<file path="config.mk">
export PLATFORM = sky130hd
export DESIGN_NAME = instr_fetch
export DESIGN_NICKNAME = d
export VERILOG_FILES = /design/src/rtl/hack_fetch_pkg.sv /design/src/rtl/fetch_fifo.sv /design/src/rtl/instr_fetch.sv
export SDC_FILE = /design/constraint.sdc
export NUM_CORES = 1
export LEC_CHECK = 0
export BUFFER_PORTS_ARGS = -buffer_cell sky130_fd_sc_hd__buf_2
export CORE_MARGIN = 2
export CORE_UTILIZATION = 50
export CTS_CLUSTER_DIAMETER = 120
export DETAILED_ROUTE_END_ITERATION = 12
export GPL_ROUTABILITY_DRIVEN = 1
export PLACE_DENSITY = 0.8
export SETUP_SLACK_MARGIN = 0.15
export SYNTH_ARGS = -nofsm -noshare
export SYNTH_HDL_FRONTEND = slang
export SYNTH_SLANG_ARGS = --single-unit
</file>
<file path="constraint.sdc">
create_clock -name clk -period 3.2 [get_ports clk]
set_input_delay 0.48 -clock clk [delete_from_list [all_inputs] [get_ports clk]]
set_output_delay 0.48 -clock clk [all_outputs]
set_load 0.005 [all_outputs]
</file>
<file path="src/rtl/hack_fetch_pkg.sv">
// Shared types and defaults for the instruction fetch unit.
package hack_fetch_pkg;

   localparam int AW_DEF = 16;

   typedef enum logic [1:0] {
      ST_IDLE    = 2'd0,
      ST_REQ     = 2'd1,
      ST_DISCARD = 2'd2
   } fetch_state_e;

endpackage

</file>
<file path="src/rtl/fetch_fifo.sv">
// Instruction buffer: power-of-two deep FIFO with flush and occupancy count.
module fetch_fifo #(
   parameter  int DEPTH = 2,
   parameter  int W     = 32,
   localparam int PW    = (DEPTH > 1) ? $clog2(DEPTH) : 1,
   localparam int CW    = $clog2(DEPTH + 1)
) (
   input  logic          clk,
   input  logic          i_rst_b,
   input  logic          i_push,
   input  logic [W-1:0]  i_data,
   input  logic          i_pop,
   input  logic          i_flush,
   output logic [W-1:0]  o_data,
   output logic          o_valid,
   output logic [CW-1:0] o_count
);

   logic [W-1:0]  r_mem [DEPTH];
   logic [PW-1:0] r_wr_ptr;
   logic [PW-1:0] r_rd_ptr;
   logic [CW-1:0] r_count;
   logic          w_do_pop;

   assign w_do_pop = i_pop && (r_count != '0);

   always_ff @(posedge clk) begin
      if (i_push) begin
         r_mem[r_wr_ptr] <= i_data;
      end
   end

   // Pointers are exactly log2(DEPTH) bits wide, so they wrap on their own.
   always_ff @(posedge clk) begin
      if (!i_rst_b || i_flush) begin
         r_wr_ptr <= '0;
         r_rd_ptr <= '0;
         r_count  <= '0;
      end else begin
         if (i_push) begin
            r_wr_ptr <= r_wr_ptr + PW'(1);
         end
         if (w_do_pop) begin
            r_rd_ptr <= r_rd_ptr + PW'(1);
         end
         case ({i_push, w_do_pop})
            2'b10:   r_count <= r_count + CW'(1);
            2'b01:   r_count <= r_count - CW'(1);
            default: r_count <= r_count;
         endcase
      end
   end

   assign o_data  = r_mem[r_rd_ptr];
   assign o_valid = (r_count != '0);
   assign o_count = r_count;

endmodule

</file>
<file path="src/rtl/instr_fetch.sv">
// Instruction fetch: issues one ROM read at a time, buffers {pc, instr} pairs
// for the CPU and handles jump redirects by flushing and dropping in-flight data.
//
// state      | meaning
// -----------+-----------------------------------------------------------
// ST_IDLE    | no read outstanding; start one when the buffer has room
// ST_REQ     | read outstanding; data is pushed and the PC advanced on ack
// ST_DISCARD | read outstanding but made stale by a redirect; drop on ack
module instr_fetch
   import hack_fetch_pkg::*;
#(
   parameter int DEPTH = 2,
   parameter int AW    = AW_DEF
) (
   input  logic          clk,
   input  logic          reset,
   input  logic [AW-1:0] pc_value,
   output logic          pc_load,
   output logic          pc_incr,
   output logic [AW-1:0] pc_data,
   output logic          rom_req,
   output logic [AW-1:0] rom_addr,
   input  logic          rom_ack,
   input  logic [AW-1:0] rom_data,
   input  logic          redirect,
   input  logic [AW-1:0] redirect_addr,
   output logic          instr_valid,
   output logic [AW-1:0] instr,
   output logic [AW-1:0] instr_pc,
   input  logic          instr_ready
);

   localparam int CW = $clog2(DEPTH + 1);

   fetch_state_e    r_state;
   logic            r_rom_req;
   logic [AW-1:0]   r_rom_addr;

   logic            w_redirect;
   logic            w_push;
   logic            w_pop;
   logic            w_space;
   logic            w_valid;
   logic [CW-1:0]   w_count;
   logic [2*AW-1:0] w_head;

   assign w_redirect = reset && redirect;
   assign w_push     = reset && (r_state == ST_REQ) && rom_ack && !redirect;
   assign w_pop      = w_valid && instr_ready;
   assign w_space    = (w_count < CW'(DEPTH));

   always_ff @(posedge clk) begin
      if (!reset) begin
         r_state    <= ST_IDLE;
         r_rom_req  <= 1'b0;
         r_rom_addr <= '0;
      end else begin
         case (r_state)
            ST_IDLE: begin
               if (!redirect && w_space) begin
                  r_state    <= ST_REQ;
                  r_rom_req  <= 1'b1;
                  r_rom_addr <= pc_value;
               end
            end
            ST_REQ: begin
               if (rom_ack) begin
                  r_state   <= ST_IDLE;
                  r_rom_req <= 1'b0;
               end else if (redirect) begin
                  r_state <= ST_DISCARD;
               end
            end
            ST_DISCARD: begin
               if (rom_ack) begin
                  r_state   <= ST_IDLE;
                  r_rom_req <= 1'b0;
               end
            end
            default: begin
               r_state   <= ST_IDLE;
               r_rom_req <= 1'b0;
            end
         endcase
      end
   end

   // A redirect flushes the buffer; the flush also swallows any same-cycle pop.
   fetch_fifo #(
      .DEPTH (DEPTH),
      .W     (2 * AW)
   ) u_fifo (
      .clk     (clk),
      .i_rst_b (reset),
      .i_push  (w_push),
      .i_data  ({r_rom_addr, rom_data}),
      .i_pop   (w_pop),
      .i_flush (w_redirect),
      .o_data  (w_head),
      .o_valid (w_valid),
      .o_count (w_count)
   );

   assign pc_load     = w_redirect;
   assign pc_incr     = w_push;
   assign pc_data     = w_redirect ? redirect_addr : '0;
   assign rom_req     = r_rom_req;
   assign rom_addr    = r_rom_addr;
   assign instr_valid = w_valid;
   assign instr       = w_valid ? w_head[AW-1:0] : '0;
   assign instr_pc    = w_valid ? w_head[2*AW-1:AW] : '0;

endmodule

</file>
==> key figures, run 1 <==
Outcome
  – Status: finished, final reports clean

Die
  – Core Area: 6830 sq um
  – DIE AREA: 7770 sq um
  – Row cnt: 30
  – Starting Density: 51.8%
  – Die Span Y: 88.1 microns
  – Die width: 88.1 microns
  – # IOs: 121

Power
  – Sw Share: 21.3%
  – Gate power share: 6.0%
  – Clock power share: 37.7%
  – Sequential power share: 56.3%
  – Total power: 0.00224 W
  – Worst vdd ir: 347 uV
  – Leak: 1.88 nW
  – PD cells: 506 nW/um^2
  – Switch Pwr: 0.000477 W
  – Pint: 0.00177 W

Min path
  – Worst hold stages: 1
  – Worst hold path type: in -> reg
  – Hold Path End: u_fifo.r_mem[1][1]
  – Origin of the worst min-delay path: rom_data[1]

Yosys
  – Syn Nets: 335
  – Synth cell types: 30
  – Mapped Cells: 278
  – Most used DFF post-synth: edfxtp_1
  – Synth Area per Inst: 12.7 sq um
  – Post-Syn Area: 3540 sq um
  – Seq/Total Area, Yosys: 67.9%
  – Post-synthesis async set-or-reset flop share: 0%
  – Post-synth EDFFs: 64
  – Synth Register Bits: 88
  – Yosys warns: 0

Place
  – Dpl cells: 482
  – Port Buffer Count: 120
  – Worst slack, placed: 867 ps
  – Detailed placement HPWL: 4.98 mm
  – Placer Congestion: 0.729

Route
  – Via/cell ratio: 4.89
  – WL per Instance: 14.1 microns
  – DRC errors left: 0
  – Antenna Nets Post-Route: 0
  – Via count: 2,437
  – Initial DRC count: 82
  – DR pass1 iterations: 4
  – Final wirelength: 7.01 mm

Setup path
  – Crit end category: primary output
  – CP Max Fanout: 32
  – Critical R2R Launch: r_state[1]
  – Max stage delay on crit path: 990 ps
  – Crit path DAT: 1880 ps
  – Reg2reg end: u_fifo.r_mem[1][12]
  – Reg2reg setup slack: 1140 ps
  – R2r worst-path depth: 7
  – Crit path cell chain: mux2i_1 > nor2_1 > buf_2
  – CP Buf/Inv Count: 1
  – Slowest CP cell: dfxtp_2
  – Req. time, crit path: 2720 ps
  – CP delay by family, top: flip-flops
  – Type of origin of the critical path: flip-flop
  – CP Class: reg -> out

Global routing
  – Total track usage: 18.5%
  – First-pass GRT wire length: 10.7 mm
  – Antenna violations before repair: 0
  – Largest net degree at the start of global routing: 33
  – Grt ovf: 0
  – Vias in the first global route: 2,302

Run
  – Number of max-cap violations: 0

Final layout
  – Fraction of layout cells with a size suffix above 1: 36.3%
  – Syn-to-layout area delta: 25.3%
  – Most common cell after layout, fill and taps aside: buf_2
  – Finished Layout Cells: 498
  – Final #Nets: 454
  – Most frequent cells in the layout: 120 x buf_2, 64 x edfxtp_1, 39 x nor2_1
  – N_diodes: 0

Clock network
  – Hold Buf Count CTS: 0
  – Post-CTS sizing: 0
  – Worst-skew pair later-pin latency: 350 ps
  – CTS tree: done
  – Postcts setup bufs: 0
  – Root Buffer: clkbuf_8
  – Number of H-tree levels: 3
  – CTS buffer count: 9
  – Clock Pin Slew Worst Setup and Hold Paths: 80 ps
  – CTS Buffer Depth: 2
  – # clock sinks: 88

STA
  – Final worst slack: 839 ps
  – Hold slack: 313 ps
  – Fmax: 424 MHz
  – Fin. Hold Viols: 0
  – Least-Margin Pin Slew: 986 ps
  – Setup TNS: 0 ps
  – RSZ-0062 raised after global routing: false
  – Tmin final: 2360 ps
  – Final Skew: 3.99 ps
  – Rel. slew slack: 34.3%
  – Max Slew Vio Count: 0
  – Final period util: 73.8%
  – Setup-failing EPs final: 0
[metrics by stage]
stage	instance area, sq um	utilization, %
after global routing	4430	64.9
final	4430	64.9
after CTS	4430	64.9
after detailed placement	4200	61.5
after global placement	4200	61.5
after floorplan	3540	-
[metal layers]
metal	wire length (microns)	part of all wire, %	vias to the layer above	global-route usage (%)
met1	3020	43	1143	22.9
met2	3550	51	73	31.3
met5	0	0	-	0
li1	-	-	1210	-
met4	113	1.6	0	8.95
met3	334	4.8	11	3.58
[cells in the mapped netlist, types with 2 or more instances]
master | number | share of area, %
o21ai_0 | 3 | 0.42
inv_1 | 7 | 0.74
nor2_1 | 42 | 4.5
xor2_1 | 2 | 0.50
ha_1 | 4 | 1.4
edfxtp_1 | 64 | 54
buf_2 | 3 | 0.42
a21oi_1 | 19 | 2.7
buf_6 | 4 | 1.3
mux2i_1 | 32 | 9.1
nand2b_1 | 2 | 0.35
nand2_1 | 33 | 3.5
clkbuf_1 | 7 | 0.74
xnor2_1 | 2 | 0.50
dfxtp_1 | 24 | 14
and3_1 | 16 | 2.8
[power groups by stage]
stage,clock network (W),registers (W),logic [W]
6_report,0.000845,0.00126,0.000136
5_1_grt,0.000906,0.00127,0.000153
4_1_cts,0.000864,0.00126,0.000137
3_5_place_dp,0,0.00129,0.000137
3_3_place_gp,0,0.00129,0.000133
2_1_floorplan,0,0.00128,0.0000711
[final cells by class]
type | count | area (sq um)
Sequential cell | 88 | 2400
Fill cell | 565 | 2400
Multi-Input combinational cell | 166 | 1020
Timing Repair Buffer | 124 | 631
Clock buffer | 11 | 174
Tap cell | 96 | 120
Clock inverter | 5 | 56.3
Inverter | 8 | 30.0
[sequential cells by signal, summed over array words and instances, names as in the netlist, named ones only]
name and count:
u_fifo.r_wr_ptr 1, u_fifo.o_count 2, u_fifo.r_rd_ptr 1, r_state 2, u_fifo.r_mem 64, rom_req 1, rom_addr 16
[worst max-delay path by stage]
stage	from	to	slack (ps)	cells past startpoint
after floorplan	redirect	u_fifo.r_mem[0][0]	460	4
after detailed placement	redirect	u_fifo.r_mem[1][24]	870	6
after CTS	flip-flop	instr_pc[11]	780	3
after global placement	redirect	u_fifo.r_mem[1][27]	960	6
after global routing	flip-flop	instr_pc[11]	740	3
final	flip-flop	instr_pc[11]	840	3
[kinds of logic (layout without fill, tap and decap cells)]
family	Yosys count	count (layout)	synth area share (%)
compound gates	27	27	4.31
xor+xnor	4	4	0.990
fa+ha+maj	4	4	1.41
buf+inv	24	148	3.78
flops	88	88	67.9
mux	32	32	9.05
simple gates	99	99	12.6
No activity file was read; power rests on OpenSTA's default activity.
==> inputs of run 2 (changes only) <==
--- a/config.mk
+++ b/config.mk
@@ -5,13 +5,14 @@
 export SDC_FILE = /design/constraint.sdc
 export NUM_CORES = 1
 export LEC_CHECK = 0
+export ABC_AREA = 1
 export BUFFER_PORTS_ARGS = -buffer_cell sky130_fd_sc_hd__buf_2
 export CORE_MARGIN = 2
-export CORE_UTILIZATION = 50
+export CORE_UTILIZATION = 45
 export CTS_CLUSTER_DIAMETER = 120
 export DETAILED_ROUTE_END_ITERATION = 12
 export GPL_ROUTABILITY_DRIVEN = 1
-export PLACE_DENSITY = 0.8
+export PLACE_DENSITY = 0.76
 export SETUP_SLACK_MARGIN = 0.15
 export SYNTH_ARGS = -nofsm -noshare
 export SYNTH_HDL_FRONTEND = slang
==> constraint.sdc (replaced) <==
create_clock -name clk -period 2 [get_ports clk]
set_input_delay 0.3 -clock clk [delete_from_list [all_inputs] [get_ports clk]]
set_output_delay 0.3 -clock clk [all_outputs]
set_load 0.005 [all_outputs]
==> run 2 against run 1 <==
Compared with the run above:
- critical path depth is 1 higher
- sequential cell count is the same
- clock skew grew 2.0 ps
- design area grew 2.9%
- wire length rose by 6.0%
- critical path type unchanged
==> key figures, run 2 <==
Yosys
  – Synth Register Bits: 88 (unchanged)
  – Top cell type's share of synthesized area: 53.9% (-0.40 points)
  – Largest family of logic cells by synthesized area: simple AND/OR/NAND/NOR gates
  – Yosys top cell by area: edfxtp_1
  – Most used DFF post-synth: edfxtp_1
  – Synth Area per Inst: 10.3 sq um (-19%)
  – Post-synth EDFFs: 64 (unchanged)
  – Simple logic cell fraction of the synthesized area: 17.1% (+4.5 points)
  – Yosys warns: 0 (unchanged)
  – Most common cell in the netlist: nand2_1
  – Post-Syn Area: 3560 sq um (+0.74%)
  – Complex-gate fraction of the synthesized area: 8.04% (+3.7 points)
  – Synth cell types: 25 (-17%)
  – Seq/Total Area, Yosys: 67.4% (-0.50 points)
  – Multiplexer share of the synthesized area: 0% (-9.1 points)
  – Xor and xnor area share after synthesis: 0% (-0.99 points)
  – Syn Nets: 402 (+20%)
  – Mapped Cells: 345 (+24%)
  – Post-synthesis async set-or-reset flop share: 0% (unchanged)
  – Largest cells by area after synthesis: edfxtp_1 54%, dfxtp_1 13%, nand2_1 8.3%
  – Most frequent cells after synthesis: 79 x nand2_1, 64 x edfxtp_1, 54 x nor2_1, 37 x a21oi_1, 30 x inv_1
  – Adder-cell share of the synthesized area: 1.40% (-0.010 points)

STA
  – Max Slew Vio Count: 0 (unchanged)
  – Tmin final: 1720 ps
  – Setup TNS: 0 ps (unchanged)
  – Setup-failing EPs final: 0 (unchanged)
  – Final period util: 86.2%
  – Fmax: 580 MHz
  – RSZ-0062 raised after global routing: false
  – Rel. slew slack: 80.5% (+46 points)
  – Final Skew: 5.99 ps (+2.00 ps)
  – Least-Margin Pin Slew: 291 ps (-694 ps)
  – Final worst slack: 275 ps (-564 ps)
  – Hold slack: 141 ps (-173 ps)
  – Fin. Hold Viols: 0 (unchanged)

Place
  – Detailed placement HPWL: 5.26 mm (+5.5%)
  – Port Buffer Count: 120 (unchanged)
  – Placer Congestion: 0.820 (+13%)
  – Worst slack, placed: 290 ps (-577 ps)
  – Placement Cell Area: 4290 sq um (+2.1%)

Clock network
  – Clock Pin Slew Worst Setup and Hold Paths: 80 ps (about the same)
  – Number of H-tree levels: 3 (unchanged)
  – CTS tree: done
  – Root Buffer: clkbuf_8
  – Hold Buf Count CTS: 0 (unchanged)
  – CTS buffer count: 9 (unchanged)
  – # clock sinks: 88 (unchanged)
  – Worst-skew pair later-pin latency: 350 ps (about the same)
  – CTS Buffer Depth: 2 (unchanged)

Min path
  – Origin of the worst min-delay path: rom_data[0]
  – Worst hold stages: 1 (unchanged)
  – Hold Path End: u_fifo.r_mem[0][0]
  – Worst hold path type: in -> reg

Die
  – Die width: 93 microns (+5.5%)
  – Core Area: 7690 sq um (+13%)
  – # IOs: 121 (unchanged)
  – Die Span Y: 93 microns (+5.5%)
  – DIE AREA: 8650 sq um (+11%)
  – Row cnt: 32 (+6.7%)
  – Starting Density: 46.4% (-5.4 points)

Final layout
  – Syn-to-layout area delta: 28.0%
  – Final #Nets: 533 (+17%)
  – Fraction of layout cells with a size suffix above 1: 35.1% (-1.2 points)
  – Biggest register: u_fifo.r_mem
  – N_diodes: 0 (unchanged)
  – Max FFs per register: 64 (unchanged)
  – Most frequent cells in the layout: 120 x buf_2, 79 x nand2_1, 64 x edfxtp_1
  – Final instance area: 4560 sq um (+2.9%)
  – Most common cell after layout, fill and taps aside: buf_2

Setup path
  – Reg2reg end: u_fifo.o_count[1]
  – Reg2reg setup slack: 310 ps (-830 ps)
  – Critical R2R Launch: r_state[1]
  – Crit path DAT: 1420 ps (-460 ps)
  – CP delay by family, top: flip-flops
  – CP Max Fanout: 14 (-56%)
  – CP Buf/Inv Count: 2 (+1)
  – CP Class: reg -> out
  – Slowest CP cell: dfxtp_1
  – Max stage delay on crit path: 430 ps (-560 ps)
  – R2r worst-path depth: 9 (+2)
  – Req. time, crit path: 1700 ps (-1020 ps)
  – Type of origin of the critical path: flip-flop
  – Crit path cell chain: nor2_4 > buf_4 > a21oi_1 > buf_2
  – Crit end category: primary output

Route
  – DR pass1 iterations: 4 (unchanged)
  – WL per Instance: 12.8 microns (-9.4%)
  – Via count: 2,750 (+13%)
  – Antenna Nets Post-Route: 0 (unchanged)
  – Final wirelength: 7.44 mm (+6.0%)
  – Via/cell ratio: 4.72 (-3.6%)
  – Initial DRC count: 203 (+150%)
  – DRC errors left: 0 (unchanged)

Outcome
  – Status: finished, final reports clean

Global routing
  – Grt ovf: 0 (unchanged)
  – Total track usage: 17.6% (-0.91 points)
  – Largest net degree at the start of global routing: 33 (unchanged)
  – Vias in the first global route: 2,570 (+12%)
  – Antenna violations before repair: 0 (unchanged)
  – First-pass GRT wire length: 11.5 mm (+7.3%)

Power
  – Total power: 0.00413 W (+84%)
  – PD cells: 906 nW/um^2 (+79%)
  – Worst vdd ir: 515 uV (+49%)
  – Leak: 2.11 nW (+12%)

Run
  – Number of max-cap violations: 0 (unchanged)
-- run 2: kinds of logic after synthesis --
group | after synthesis
and+or+nand+nor | 148
AOI/OAI and AO/OA | 57
buffers and inverters | 48
DFF | 88
adders and majority gates | 4
-- run 2: through the flow --
| stage | utilization, % | cells |
|---|---|---|
| 3_3_place_gp | 55.8 | 562 |
| 4_1_cts | 58.6 | 578 |
| 6_report | 59.4 | 583 |
| 2_1_floorplan | - | 345 |
| 5_1_grt | 59.4 | 583 |
| 3_5_place_dp | 55.8 | 562 |
-- run 2: power by group --
group	switching (W)	internal (W)
sequential	0.000106	0.00212
clock	0.000581	0.000699
combinational	0.000366	0.000258
-- run 2: repair_timing --
item	4_1_cts	5_1_grt
cloned	0	1
setup buffers	0	4
setup endpoints to repair	10	27
resized for setup	1	7
-- run 2: worst max path at each step --
stage,start,endpoint,cells past startpoint
final,u_fifo.o_count[0],instr_pc[11],4
after global routing,r_state[1],u_fifo.o_count[1],10
after CTS,flip-flop,instr_pc[4],5
after detailed placement,r_state[1],u_fifo.o_count[1],9
after global placement,r_state[1],u_fifo.o_count[1],9
after floorplan,r_state[1],u_fifo.r_mem[1][0],6
-- run 2: routing by layer --
metal	GRT usage (%)	share of wire, %	vias up
li1	-	-	1389
met1	21.0	42	1223
met2	29.6	48	124
met3	5.24	7.2	14
met4	7.72	2.6	0
met5	0	0	-
-- run 2: final cells by class --
type,count,area (sq um)
inverters,33,133
fillers,655,3120
well taps,102,128
clock inverters,6,83.8
repair buffers,134,718
repair inverters,1,5.00
clock buffers,10,128
multi-input cells,209,963
flip-flops and latches,88,2400
==> inputs of run 3 (changes only) <==
--- a/config.mk
+++ b/config.mk
@@ -7,12 +7,15 @@
 export LEC_CHECK = 0
 export ABC_AREA = 1
 export BUFFER_PORTS_ARGS = -buffer_cell sky130_fd_sc_hd__buf_2
+export CELL_PAD_IN_SITES_DETAIL_PLACEMENT = 1
+export CELL_PAD_IN_SITES_GLOBAL_PLACEMENT = 1
+export CORE_ASPECT_RATIO = 0.6
 export CORE_MARGIN = 2
-export CORE_UTILIZATION = 45
+export CORE_UTILIZATION = 34
 export CTS_CLUSTER_DIAMETER = 120
 export DETAILED_ROUTE_END_ITERATION = 12
 export GPL_ROUTABILITY_DRIVEN = 1
-export PLACE_DENSITY = 0.76
+export PLACE_DENSITY_LB_ADDON = 0.1
 export SETUP_SLACK_MARGIN = 0.15
 export SYNTH_ARGS = -nofsm -noshare
 export SYNTH_HDL_FRONTEND = slang
==> run 3 against run 2 <==
Compared with the run above:
- clock power grew 30%
- global-route usage shrank 1.0 points
- clock-buffer cell count is the same
- core utilization shrank 13 points
- combinational power grew 8.0%
- critical path type unchanged
- largest power group unchanged
==> key figures, run 3 (same netlist as run 2, synthesis figures left out) <==
Clock network
  – Clock Pin Slew Worst Setup and Hold Paths: 60 ps (-20 ps)
  – Hold Buf Count CTS: 0 (unchanged)
  – Post-CTS sizing: 0 (-1)
  – CTS Buffer Depth: 2 (unchanged)
  – Root Buffer: clkbuf_16
  – CTS tree: done
  – CTS buffer count: 9 (unchanged)
  – Worst-skew pair later-pin latency: 330 ps (-20 ps)
  – # clock sinks: 88 (unchanged)
  – Number of H-tree levels: 3 (unchanged)
  – Postcts setup bufs: 0 (unchanged)

Final layout
  – Final #Nets: 527 (-1.1%)
  – Most frequent cells in the layout: 120 x buf_2, 79 x nand2_1, 64 x edfxtp_1
  – Syn-to-layout area delta: 30.8%
  – Final instance area: 4660 sq um (+2.2%)
  – Fin util: 46.5% (-13 points)
  – Most common cell after layout, fill and taps aside: buf_2
  – Max FFs per register: 64 (unchanged)
  – Fraction of layout cells with a size suffix above 1: 34.1% (-1.0 points)
  – Biggest register: u_fifo.r_mem
  – N_diodes: 0 (unchanged)

Setup path
  – CP Class: reg -> out
  – Crit path cell chain: inv_2 > buf_12 > nand2_1 > a21oi_1 > buf_2
  – Req. time, crit path: 1700 ps (about the same)
  – R2r worst-path depth: 9 (unchanged)
  – Reg2reg end: u_fifo.o_count[1]
  – CP Max Fanout: 29 (+15)
  – Critical R2R Launch: r_state[1]
  – Crit path to: instr[15]
  – Crit path DAT: 1420 ps (about the same)
  – Reg2reg setup slack: 340 ps (+30 ps)
  – Slowest CP cell: dfxtp_1
  – Type of origin of the critical path: flip-flop
  – Max stage delay on crit path: 330 ps (-100 ps)
  – Crit end category: primary output

Power
  – Worst vdd ir: 544 uV (+5.6%)
  – PD cells: 978 nW/um^2 (+8.0%)
  – Sw Share: 26.2% (+0.75 points)
  – Sequential power share: 48.9% (-5.0 points)
  – Leak: 2.13 nW (+0.98%)
  – Switch Pwr: 0.00120 W (+14%)
  – Clock power share: 36.3% (+5.3 points)
  – Pint: 0.00337 W (+9.3%)
  – Gate power share: 14.8% (-0.3 points)

STA
  – Final period util: 86.0% (-0.22 points)
  – Fin. Hold Viols: 0 (unchanged)
  – Least-Margin Pin Slew: 312 ps (+20.7 ps)
  – Hold slack: 153 ps (+12.7 ps)
  – Setup-failing EPs final: 0 (unchanged)
  – RSZ-0062 raised after global routing: false
  – Fmax: 581 MHz (+0.25%)
  – Final Skew: 5.51 ps (-0.485 ps)
  – Setup TNS: 0 ps (unchanged)
  – Tmin final: 1720 ps (-4.33 ps)
  – Rel. slew slack: 79.1% (-1.4 points)
  – Max Slew Vio Count: 0 (unchanged)

Route
  – DRC errors left: 0 (unchanged)
  – Final wirelength: 8.96 mm (+21%)
  – Via count: 2,761 (+0.40%)
  – Antenna Nets Post-Route: 0 (unchanged)
  – DR pass1 iterations: 4 (unchanged)
  – WL per Instance: 14.7 microns (+15%)
  – Via/cell ratio: 4.53 (-4.0%)
  – Initial DRC count: 72 (-65%)

Place
  – Detailed placement HPWL: 6.46 mm (+23%)
  – Placement Cell Area: 4340 sq um (+1.1%)
  – Port Buffer Count: 120 (unchanged)
  – Placer Congestion: 0.835 (+1.8%)

Global routing
  – Largest net degree at the start of global routing: 33 (unchanged)
  – Antenna violations before repair: 0 (unchanged)
  – Grt ovf: 0 (unchanged)
  – First-pass GRT wire length: 14.4 mm (+25%)
  – Total track usage: 16.6% (-1.0 points)
  – Vias in the first global route: 2,824 (+9.9%)

Min path
  – Origin of the worst min-delay path: rom_data[12]
  – Worst hold path type: in -> reg

Outcome
  – Status: finished, final reports clean

Die
  – DIE AREA: 11,300 sq um (+31%)
  – Starting Density: 35.6% (-11 points)
  – # IOs: 121 (unchanged)
  – Die Span Y: 83.3 microns (-10%)
  – Die width: 136 microns (+46%)
  – Core Area: 10,000 sq um (+30%)
  – Row cnt: 28 (-13%)

Run
  – Number of max-cap violations: 0 (unchanged)
==> run 3: how the worst min path moves through the flow <==
stage,end,depth (start not counted),slack [ps]
after global routing,u_fifo.r_mem[0][4],1,140
after detailed placement,u_fifo.r_rd_ptr,1,460
final,u_fifo.r_mem[1][12],1,150
after global placement,flip-flop,1,450
after floorplan,u_fifo.r_mem[0][0],0,400
after CTS,u_fifo.r_mem[0][12],1,140
==> run 3: power by group through the flow <==
stage	sequential (W)	clock (W)	combinational, W
after global routing	0.00225	0.00176	0.000768
after CTS	0.00223	0.00169	0.000670
after detailed placement	0.00227	0	0.000669
final	0.00223	0.00166	0.000675
after global placement	0.00226	0	0.000653
after floorplan	0.00225	0	0.000403
==> run 3: per-layer routing <==
| metal | share of wire, % | vias to the layer above | global-route usage, % |
|---|---|---|---|
| met5 | 0 | - | 0 |
| met4 | 0.89 | 0 | 4.17 |
| met3 | 7.4 | 8 | 5.86 |
| met2 | 45 | 87 | 26.5 |
| met1 | 47 | 1282 | 21.4 |
| li1 | - | 1384 | - |
==> run 3: final cells by class <==
type | instances | area (sq um)
inverter | 33 | 129
clock inverter | 6 | 68.8
multi-input combinational | 209 | 975
sequential | 88 | 2400
tap | 135 | 169
timing repair buffer | 129 | 688
fill | 1162 | 5360
clock buffer | 10 | 229
==> run 3: critical path: cells and delay by family, from the launching register on <==
family,cells,cell delay (ps)
flip-flops,1,330
AND/OR/NAND/NOR,1,60
buffers and inverters,3,480
AO/OA/AOI/OAI,1,200
==> run 3: per-stage QoR <==
| step | cells | setup WS, ps | total power [W] |
|---|---|---|---|
| after floorplan | 345 | 218 | 0.00265 |
| after detailed placement | 594 | 262 | 0.00294 |
| after global placement | 594 | 338 | 0.00291 |
| after CTS | 610 | 155 | 0.00459 |
| final | 610 | 280 | 0.00456 |
| after global routing | 610 | 156 | 0.00478 |
